$ cat config.mk
export PLATFORM = sky130hd
export DESIGN_NAME = json_frame_builder_flat
export DESIGN_NICKNAME = d
export VERILOG_FILES = /design/src/rtl/json_frame_builder_if.sv /design/src/rtl/json_frame_builder.sv /design/src/flat_wrapper.sv
export SDC_FILE = /design/constraint.sdc
export NUM_CORES = 1
export LEC_CHECK = 0
export BUFFER_PORTS_ARGS = -buffer_cell sky130_fd_sc_hd__buf_2
export CORE_UTILIZATION = 40
export DETAILED_ROUTE_END_ITERATION = 12
export HOLD_SLACK_MARGIN = 0.15
export PLACE_DENSITY = 0.71
export SYNTH_ARGS = -nofsm -noshare
export SYNTH_HDL_FRONTEND = slang
export SYNTH_SLANG_ARGS = --single-unit
$ cat constraint.sdc
create_clock -name clk -period 2.62 [get_ports clk]
set_input_delay 0.131 -clock clk [delete_from_list [all_inputs] [get_ports clk]]
set_output_delay 0.131 -clock clk [all_outputs]
set_load 0.01 [all_outputs]
$ cat src/rtl/json_frame_builder_if.sv
// Bundles the request handshake, the frame bus toward json_to_uart and the
// returning done level into one connection.
interface json_frame_builder_if;
    logic              req;
    logic [7:0]        key;
    logic [15:0]       value;
    logic              busy;
    logic              err;
    logic [0:31][7:0]  json_str;
    logic [7:0]        json_len;
    logic              start;
    logic              done;

    modport master (
        output req, key, value, done,
        input  busy, err, json_str, json_len, start
    );

    modport slave (
        input  req, key, value, done,
        output busy, err, json_str, json_len, start
    );
endinterface

$ cat src/rtl/json_frame_builder.sv
// Converts a 16-bit value to decimal with a serial double-dabble, wraps it as
// {"K":<digits>} for json_to_uart, then waits for that block's done edge.
module json_frame_builder #(
    parameter int unsigned DONE_TIMEOUT = 2_000_000
) (
    input  logic               clk,
    input  logic               rst,
    json_frame_builder_if.slave bus
);
    localparam int unsigned   TW       = $clog2(DONE_TIMEOUT + 1);
    localparam logic [TW-1:0] TMO_LAST = TW'(DONE_TIMEOUT - 1);

    typedef enum logic [2:0] {IDLE, CONVERT, BUILD, START, WAIT_DONE} state_t;

    state_t            state_q, state_d;
    logic [7:0]        key_q, key_d;
    logic [15:0]       shreg_q, shreg_d;
    logic [19:0]       bcd_q, bcd_d;
    logic [3:0]        iter_q, iter_d;
    logic [TW-1:0]     tmo_q, tmo_d;
    logic [0:31][7:0]  str_q, str_d;
    logic [7:0]        len_q, len_d;
    logic              done_q;
    logic              busy_q;
    logic              start_q;
    logic              err_c;
    logic              rise_c;
    logic [19:0]       adj_c;
    logic [19:0]       aligned_c;
    logic [2:0]        nd_c;

    always_comb begin
        state_d   = state_q;
        key_d     = key_q;
        shreg_d   = shreg_q;
        bcd_d     = bcd_q;
        iter_d    = iter_q;
        tmo_d     = tmo_q;
        str_d     = str_q;
        len_d     = len_q;
        err_c     = 1'b0;
        adj_c     = '0;
        aligned_c = '0;
        nd_c      = 3'd1;
        rise_c    = bus.done & ~done_q;

        case (state_q)
            IDLE: begin
                if (bus.req) begin
                    key_d   = bus.key;
                    shreg_d = bus.value;
                    bcd_d   = '0;
                    iter_d  = '0;
                    state_d = CONVERT;
                end
            end
            CONVERT: begin
                for (int i = 0; i < 5; i++) begin
                    adj_c[4*i +: 4] = (bcd_q[4*i +: 4] >= 4'd5) ? bcd_q[4*i +: 4] + 4'd3
                                                                : bcd_q[4*i +: 4];
                end
                {bcd_d, shreg_d} = {adj_c, shreg_q} << 1;
                iter_d = iter_q + 4'd1;
                if (iter_q == 4'd15) state_d = BUILD;
            end
            BUILD: begin
                for (int i = 1; i < 5; i++) begin
                    if (bcd_q[4*i +: 4] != 4'd0) nd_c = 3'(i + 1);
                end
                // Left-justify so the leading significant digit always sits in bits 19:16.
                aligned_c = bcd_q << {3'd5 - nd_c, 2'b00};
                str_d    = '0;
                str_d[0] = 8'h7B;
                str_d[1] = 8'h22;
                str_d[2] = key_q;
                str_d[3] = 8'h22;
                str_d[4] = 8'h3A;
                for (int p = 0; p < 5; p++) begin
                    if (3'(p) < nd_c)       str_d[5+p] = {4'h3, aligned_c[19-4*p -: 4]};
                    else if (3'(p) == nd_c) str_d[5+p] = 8'h7D;
                end
                if (nd_c == 3'd5) str_d[10] = 8'h7D;
                len_d   = {5'd0, nd_c} + 8'd6;
                state_d = START;
            end
            START: begin
                tmo_d   = '0;
                state_d = WAIT_DONE;
            end
            WAIT_DONE: begin
                if (rise_c) begin
                    state_d = IDLE;
                end else if (tmo_q == TMO_LAST) begin
                    err_c   = 1'b1;
                    state_d = IDLE;
                end else begin
                    tmo_d = tmo_q + TW'(1);
                end
            end
            default: state_d = IDLE;
        endcase
    end

    // done_q tracks every cycle so edges outside WAIT_DONE are silently consumed.
    always_ff @(posedge clk) begin
        if (rst) begin
            state_q <= IDLE;
            key_q   <= '0;
            shreg_q <= '0;
            bcd_q   <= '0;
            iter_q  <= '0;
            tmo_q   <= '0;
            str_q   <= '0;
            len_q   <= '0;
            done_q  <= 1'b0;
            busy_q  <= 1'b0;
            start_q <= 1'b0;
        end else begin
            state_q <= state_d;
            key_q   <= key_d;
            shreg_q <= shreg_d;
            bcd_q   <= bcd_d;
            iter_q  <= iter_d;
            tmo_q   <= tmo_d;
            str_q   <= str_d;
            len_q   <= len_d;
            done_q  <= bus.done;
            busy_q  <= (state_d != IDLE);
            start_q <= (state_d == START);
        end
    end

    assign bus.busy     = busy_q;
    assign bus.start    = start_q;
    assign bus.err      = err_c;
    assign bus.json_str = str_q;
    assign bus.json_len = len_q;
endmodule

$ cat src/flat_wrapper.sv
// flat-port wrapper written by rule: the top's interface ports become plain ports
module json_frame_builder_flat 
#(
    parameter int unsigned DONE_TIMEOUT = 2_000_000
)
  (clk, rst, bus_req, bus_key, bus_value, bus_done, bus_busy, bus_err, bus_json_str, bus_json_len, bus_start);
  json_frame_builder_if bus_i ();
  input  logic clk;
  input  logic rst;
  input wire logic [$bits(bus_i.req)-1:0] bus_req;
  input wire logic [$bits(bus_i.key)-1:0] bus_key;
  input wire logic [$bits(bus_i.value)-1:0] bus_value;
  input wire logic [$bits(bus_i.done)-1:0] bus_done;
  output wire logic [$bits(bus_i.busy)-1:0] bus_busy;
  output wire logic [$bits(bus_i.err)-1:0] bus_err;
  output wire logic [$bits(bus_i.json_str)-1:0] bus_json_str;
  output wire logic [$bits(bus_i.json_len)-1:0] bus_json_len;
  output wire logic [$bits(bus_i.start)-1:0] bus_start;
  assign bus_i.req = bus_req;
  assign bus_i.key = bus_key;
  assign bus_i.value = bus_value;
  assign bus_i.done = bus_done;
  assign bus_busy = bus_i.busy;
  assign bus_err = bus_i.err;
  assign bus_json_str = bus_i.json_str;
  assign bus_json_len = bus_i.json_len;
  assign bus_start = bus_i.start;
  json_frame_builder #(.DONE_TIMEOUT(DONE_TIMEOUT)) u_core (.clk(clk), .rst(rst), .bus(bus_i));
endmodule
Yosys cells after proc, flatten, opt, wreduce, memory -nomap -nowiden
Index checks and enable logic that the tools add are counted.
W data, S select, Z words.
{"block": "classes", "mux": 38, "magnitude_cmp": 10, "n_shift": 1, "reduce_logical": 12, "bitwise": 2, "addsub": 9, "n_eq_ne": 15}
{"cell": "$mux W21", "count": 2}
{"cell": "$mux W7", "count": 6}
{"cell": "$pmux W21 S2", "count": 1}
{"cell": "$mux W8", "count": 5}
{"cell": "$pmux W20 S2", "count": 1}
{"cell": "$pmux W16 S2", "count": 1}
{"cell": "$mux W3", "count": 8}
{"cell": "$add A21 B1 Y21 const B", "count": 1}
{"cell": "$eq A21 B21 Y1 const B", "count": 1}
{"cell": "$ge A4 B3 Y1 const B", "count": 5}
{"cell": "$mux W20", "count": 1}
{"cell": "$mux W4", "count": 5}
{"cell": "$shl A20 B5 Y20", "count": 1}
{"cell": "$add A4 B2 Y4 const B", "count": 4}
{"cell": "$mux W16", "count": 1}
{"cell": "$reduce_bool A4 Y1", "count": 4}
{"cell": "$pmux W3 S5", "count": 1}
{"cell": "$eq A3 B2 Y1 const B", "count": 3}
{"cell": "$pmux W4 S2", "count": 1}
{"cell": "$eq A2 B3 Y1 const A", "count": 2}
{"cell": "$eq A3 B3 Y1 const B", "count": 2}
{"cell": "$logic_not A3 Y1", "count": 2}
{"cell": "$lt A1 B3 Y1 const A", "count": 2}
{"cell": "$lt A2 B3 Y1 const A", "count": 2}
{"cell": "other kinds (18)", "count": 25}
{"block": "totals", "in_bits": 28, "register_bits": 142, "word_cells": 107}

Longest topological paths before layout
{"block": "depth", "ltp_word": 9, "mapped_depth": 14}

Least setup slack after synthesis
No wires, ideal clock.
{"block": "synth_timing", "kind": "register to register", "startpoint": "register u_core.bcd_q[16]", "endpoint": "register u_core.str_q (netlist bit u_core.bus.json_str[209])", "setup_slack_ns": -0.213, "stages_incl_launch_ff": 14, "t_arrival_ns": 2.702, "path_buffers": 3, "period_less_slack_ns": 2.833, "t_required_ns": 2.490, "path_cell_list": "dfxtp_1 > inv_1 > ha_1 > nor3b_1 > nand2_1 > nor2_2 > inv_1 > buf_2 > ha_1 > clkbuf_1 > clkbuf_1 > o21ai_0 > a22oi_1 > o31ai_1"}
{"block": "synth_between", "elab_chain_cells": 6}
{"element": "start: declaration", "line": "json_frame_builder.sv:18", "source": "logic [19:0] bcd_q, bcd_d;"}
{"element": "start signal: assignment", "line": "json_frame_builder.sv:110", "source": "bcd_q <= '0;"}
{"element": "start signal: assignment", "line": "json_frame_builder.sv:122", "source": "bcd_q <= bcd_d;"}
{"element": "$reduce_bool A4 Y1 *", "line": "json_frame_builder.sv:68", "source": "if (bcd_q[4*i +: 4] != 4'd0) nd_c = 3'(i + 1);"}
{"element": "$mux W3 *", "line": "json_frame_builder.sv:68"}
{"element": "$mux W3 *", "line": "json_frame_builder.sv:47", "source": "case (state_q)"}
{"element": "$sub A3 B3 Y3", "line": "json_frame_builder.sv:71", "source": "aligned_c = bcd_q << {3'd5 - nd_c, 2'b00};"}
{"element": "$shl A20 B5 Y20", "line": "json_frame_builder.sv:71"}
{"element": "$mux W8 *", "line": "json_frame_builder.sv:79", "source": "if (3'(p) < nd_c) str_d[5+p] = {4'h3, aligned_c[19-4*p -: 4]};"}
{"element": "end signal: assignment", "line": "json_frame_builder.sv:125", "source": "str_q <= str_d;"}
{"element": "end: declaration", "line": "json_frame_builder.sv:21", "source": "logic [0:31][7:0] str_q, str_d;"}
Mark *: on every way between the ends. The rest lies on a longest branch, timed or not. The select of a mux whose other input is x is not followed.
A chain may end at the register's enable or synchronous reset.

Worst setup path in the final report
{"block": "layout_timing", "startpoint": "register u_core.bcd_q[8]", "endpoint": "register u_core.str_q (netlist bit u_core.bus.json_str[195])"}
{"block": "layout_between", "elab_chain_cells": 8}
{"element": "$reduce_bool A4 Y1 *", "line": "json_frame_builder.sv:68"}
{"element": "$mux W2 *", "line": "json_frame_builder.sv:68"}
{"element": "$mux W3 * (2 in series)", "line": "json_frame_builder.sv:68"}
{"element": "$mux W3 *", "line": "json_frame_builder.sv:47"}
{"element": "$sub A3 B3 Y3 / $eq A2 B3 Y1 (equally long branches)", "line": "json_frame_builder.sv:71, json_frame_builder.sv:80"}
{"element": "$shl A20 B5 Y20 / $mux W7 (equally long branches)", "line": "json_frame_builder.sv:71, json_frame_builder.sv:80"}
{"element": "$mux W8 *", "line": "json_frame_builder.sv:79"}
Marks and branches as above.

==> metrics.csv <==
metric,value,unit
outcome,"finished, final reports clean",
antenna cell count,0,
HP Class,primary input to register,
Clock Pin Slew Worst Setup and Hold Paths,60,ps
CTS tree,done,
number of synthesized flops with an enable pin,0,
DR pass1 iterations,5,
GPL Wtd Cong,0.9094,
largest net degree at the start of global routing,48,
Synth area leaders,"dfxtp_1, buf_4, nor2_1",
max-slew violations,0,
CP endpoint kind,register,
row count,48,
hpwl dp,11090,µm
Period minus WS final,2469,ps
Sink Count,119,
GRT Util Overall,17.25,%
pwr dens,556.1,mW/mm²
"count leader, synth",buf_4,
Layout Nets,1058,
maxcap violations,0,
Synth Cell Area,0.007168,mm²
# DRC,0,
peak supply drop,0.4436,mV
GRT overflow,0,
Leak,0.003457,µW
PortBufs,97,
WS Path Type,register to register,
Rel. slew slack,46.41,%
actual slew at the worst max-slew pin,803.8,ps
"Data arrival, critical path",2800,ps
WHS,339.5,ps
Routed WL,15990,µm
fin crit share,94.24,%
worst endpoint required time,2950,ps
main flop type after synthesis,dfxtp_1,
first-pass GRT wire length,25030,µm
die height,135.9,µm
htree depth,4,
Setup Skew,13.49,ps
most frequent cells after synthesis,"buf_4, dfxtp_1, nor2_1, nand2_1, a21oi_1",
"Hold Vio Cnt, Final",0,
antenna-violating nets left,0,
Die W,135.9,µm
ys async rst share,0,%
Yosys cell types,54,
Gate Count Post-Synth,907,
worst hold stages,5,
final worst setup slack,150.8,ps
Core ar.,0.01742,mm²
Initial Util,41.16,%
vias in the first global route,5079,
synthesis-to-layout area growth,11.08,%
io pins,295,
setup bufs post-CTS,0,
crit path cell chain,"inv_1, ha_2, or3b_4, nor2_4, nor2_4, inv_2, ha_2, nor2_1, nor3_1, nor2_1, a21o_1, a311oi_1",
Slowest cell on crit path,or3b_4,
DR WL/cell,12.80,µm
Vias per Instance,4.693,
Worst-Skew Late Latency,420,ps
Final Util,45.72,%
Mean Syn Cell Area,7.903,µm²
post-synthesis sequential area ratio,33.23,%
via count,5866,
drt initial violations,293,
Syn. warnings,0,
share of cells above drive strength 1,18.05,%
Setup Viol. Count Final,0,
Startpoint Class,register,
Clock Path Buffers,2,
FF-to-FF path depth,12,
Clock Tree Root,clkbuf_16,
pre-CTS WS,62.77,ps
CP Max Fanout,8,
cts bufs inserted,17,
die footprint,0.01846,mm²
f_max,0.4050,GHz
post-synthesis register bit count,119,
initial antenna violation count,0,
top-area cell type share of the netlist area,33.23,%
CP peak stage delay,400,ps
Synth area leader,dfxtp_1,
[cell usage in the layout (no fill, tap or decap), types with 6 or more instances in the layout]
| master | instances |
|---|---|
| a21oi_1 | 52 |
| o22ai_1 | 16 |
| clkbuf_16 | 17 |
| nor4_1 | 8 |
| a211oi_1 | 6 |
| buf_2 | 96 |
| inv_1 | 19 |
| nor2_1 | 83 |
| ha_1 | 16 |
| xnor2_1 | 21 |
| nand4_1 | 6 |
| buf_4 | 37 |
| a22oi_1 | 19 |
| nor3_1 | 45 |
| a31oi_1 | 9 |
| nand2b_1 | 14 |
| o21ai_0 | 32 |
| nand2_1 | 78 |
| conb_1 | 197 |
| dlygate4sd3_1 | 27 |
| dfxtp_1 | 119 |
| nand3_1 | 22 |
[per-layer routing]
metal / vias to the layer above / track usage, % / wire length (µm)
met2: 276 / 28.57 / 7608
met3: 28 / 4.101 / 1035
met4: 0 / 7.099 / 337
met1: 2693 / 21.39 / 7013
met5: - / 0 / 0
li1: 2869 / - / -
[cells by family (layout without fill, tap and decap cells)]
family          after synthesis  in the layout  synth area share, %
fa+ha+maj                    18             18                3.142
xor+xnor                     21             21                2.566
flops                       119            119                33.23
other cells                   1            197              0.05231
buf+inv                     291            213                27.09
mux                           6              6               0.8553
simple gates                294            294                19.51
compound gates              157            157                13.55
[final cells by class]
cell class	count	area, µm²
Timing Repair Buffer	160	1028
Tap cell	225	281.5
Clock inverter	14	128.9
Multi-Input combinational cell	693	3633
Fill cell	1705	9454
Clock buffer	18	429.2
Inverter	21	78.83
Sequential cell	119	2382
[sequential cells by signal, summed over array words and instances, names as in the netlist]
name / flops
u_core.state_q: 3
u_core.bcd_q: 20
u_core.bus.start: 1
u_core.done_q: 1
u_core.tmo_q: 21
u_core.key_q: 8
u_core.bus.json_str: 40
u_core.bus.json_len: 4
u_core.iter_q: 4
u_core.shreg_q: 16
u_core.bus.busy: 1
[worst max-delay path, delay by kind of cell, from the launching register on]
family | cells | cell delay [ps]
buf+inv | 2 | 180
simple gates | 6 | 940
compound gates | 2 | 430
flops | 1 | 360
fa+ha+maj | 2 | 470
[through the flow]
stage / total power [µW] / TNS [ps] / instances / cell area [µm²]
after global placement: 2241 / 0 / 1191 / 7113
after CTS: 4471 / 0 / 1250 / 7941
after detailed placement: 2245 / 0 / 1191 / 7113
final: 4428 / 0 / 1250 / 7963
after global routing: 4621 / -52.57 / 1250 / 7963
after floorplan: 2388 / 0 / 1103 / 7941
[final timing paths]
| check | end | slack [ps] | startpoint |
|---|---|---|---|
| worst max register to register | u_core.bus.json_str[195]$_SDFFE_PP0P_ | 150 | u_core.bcd_q[8]$_SDFFE_PP0P_ |
| worst min-delay path | u_core.key_q[4]$_SDFFE_PP0P_ | 340 | bus_req |
| worst min register to register | u_core.bus.json_len[2]$_SDFFE_PP0P_ | 450 | u_core.bus.json_len[2]$_SDFFE_PP0P_ |
| worst max-delay path | u_core.bus.json_str[195]$_SDFFE_PP0P_ | 150 | u_core.bcd_q[8]$_SDFFE_PP0P_ |
[where the power goes]
part           leakage, µW  switching (µW)  internal, µW
registers         0.000964            26.2          1850
clock network     0.000267             874          1310
logic              0.00223             267           102
[repair_timing]
action / in CTS / in global routing
hold buffers: 27 / 0
endpoints found under the hold margin: 33 / 0
endpoints found under the setup margin: 0 / 20
resized for setup: 0 / 6
No activity file was read; power rests on OpenSTA's default activity.
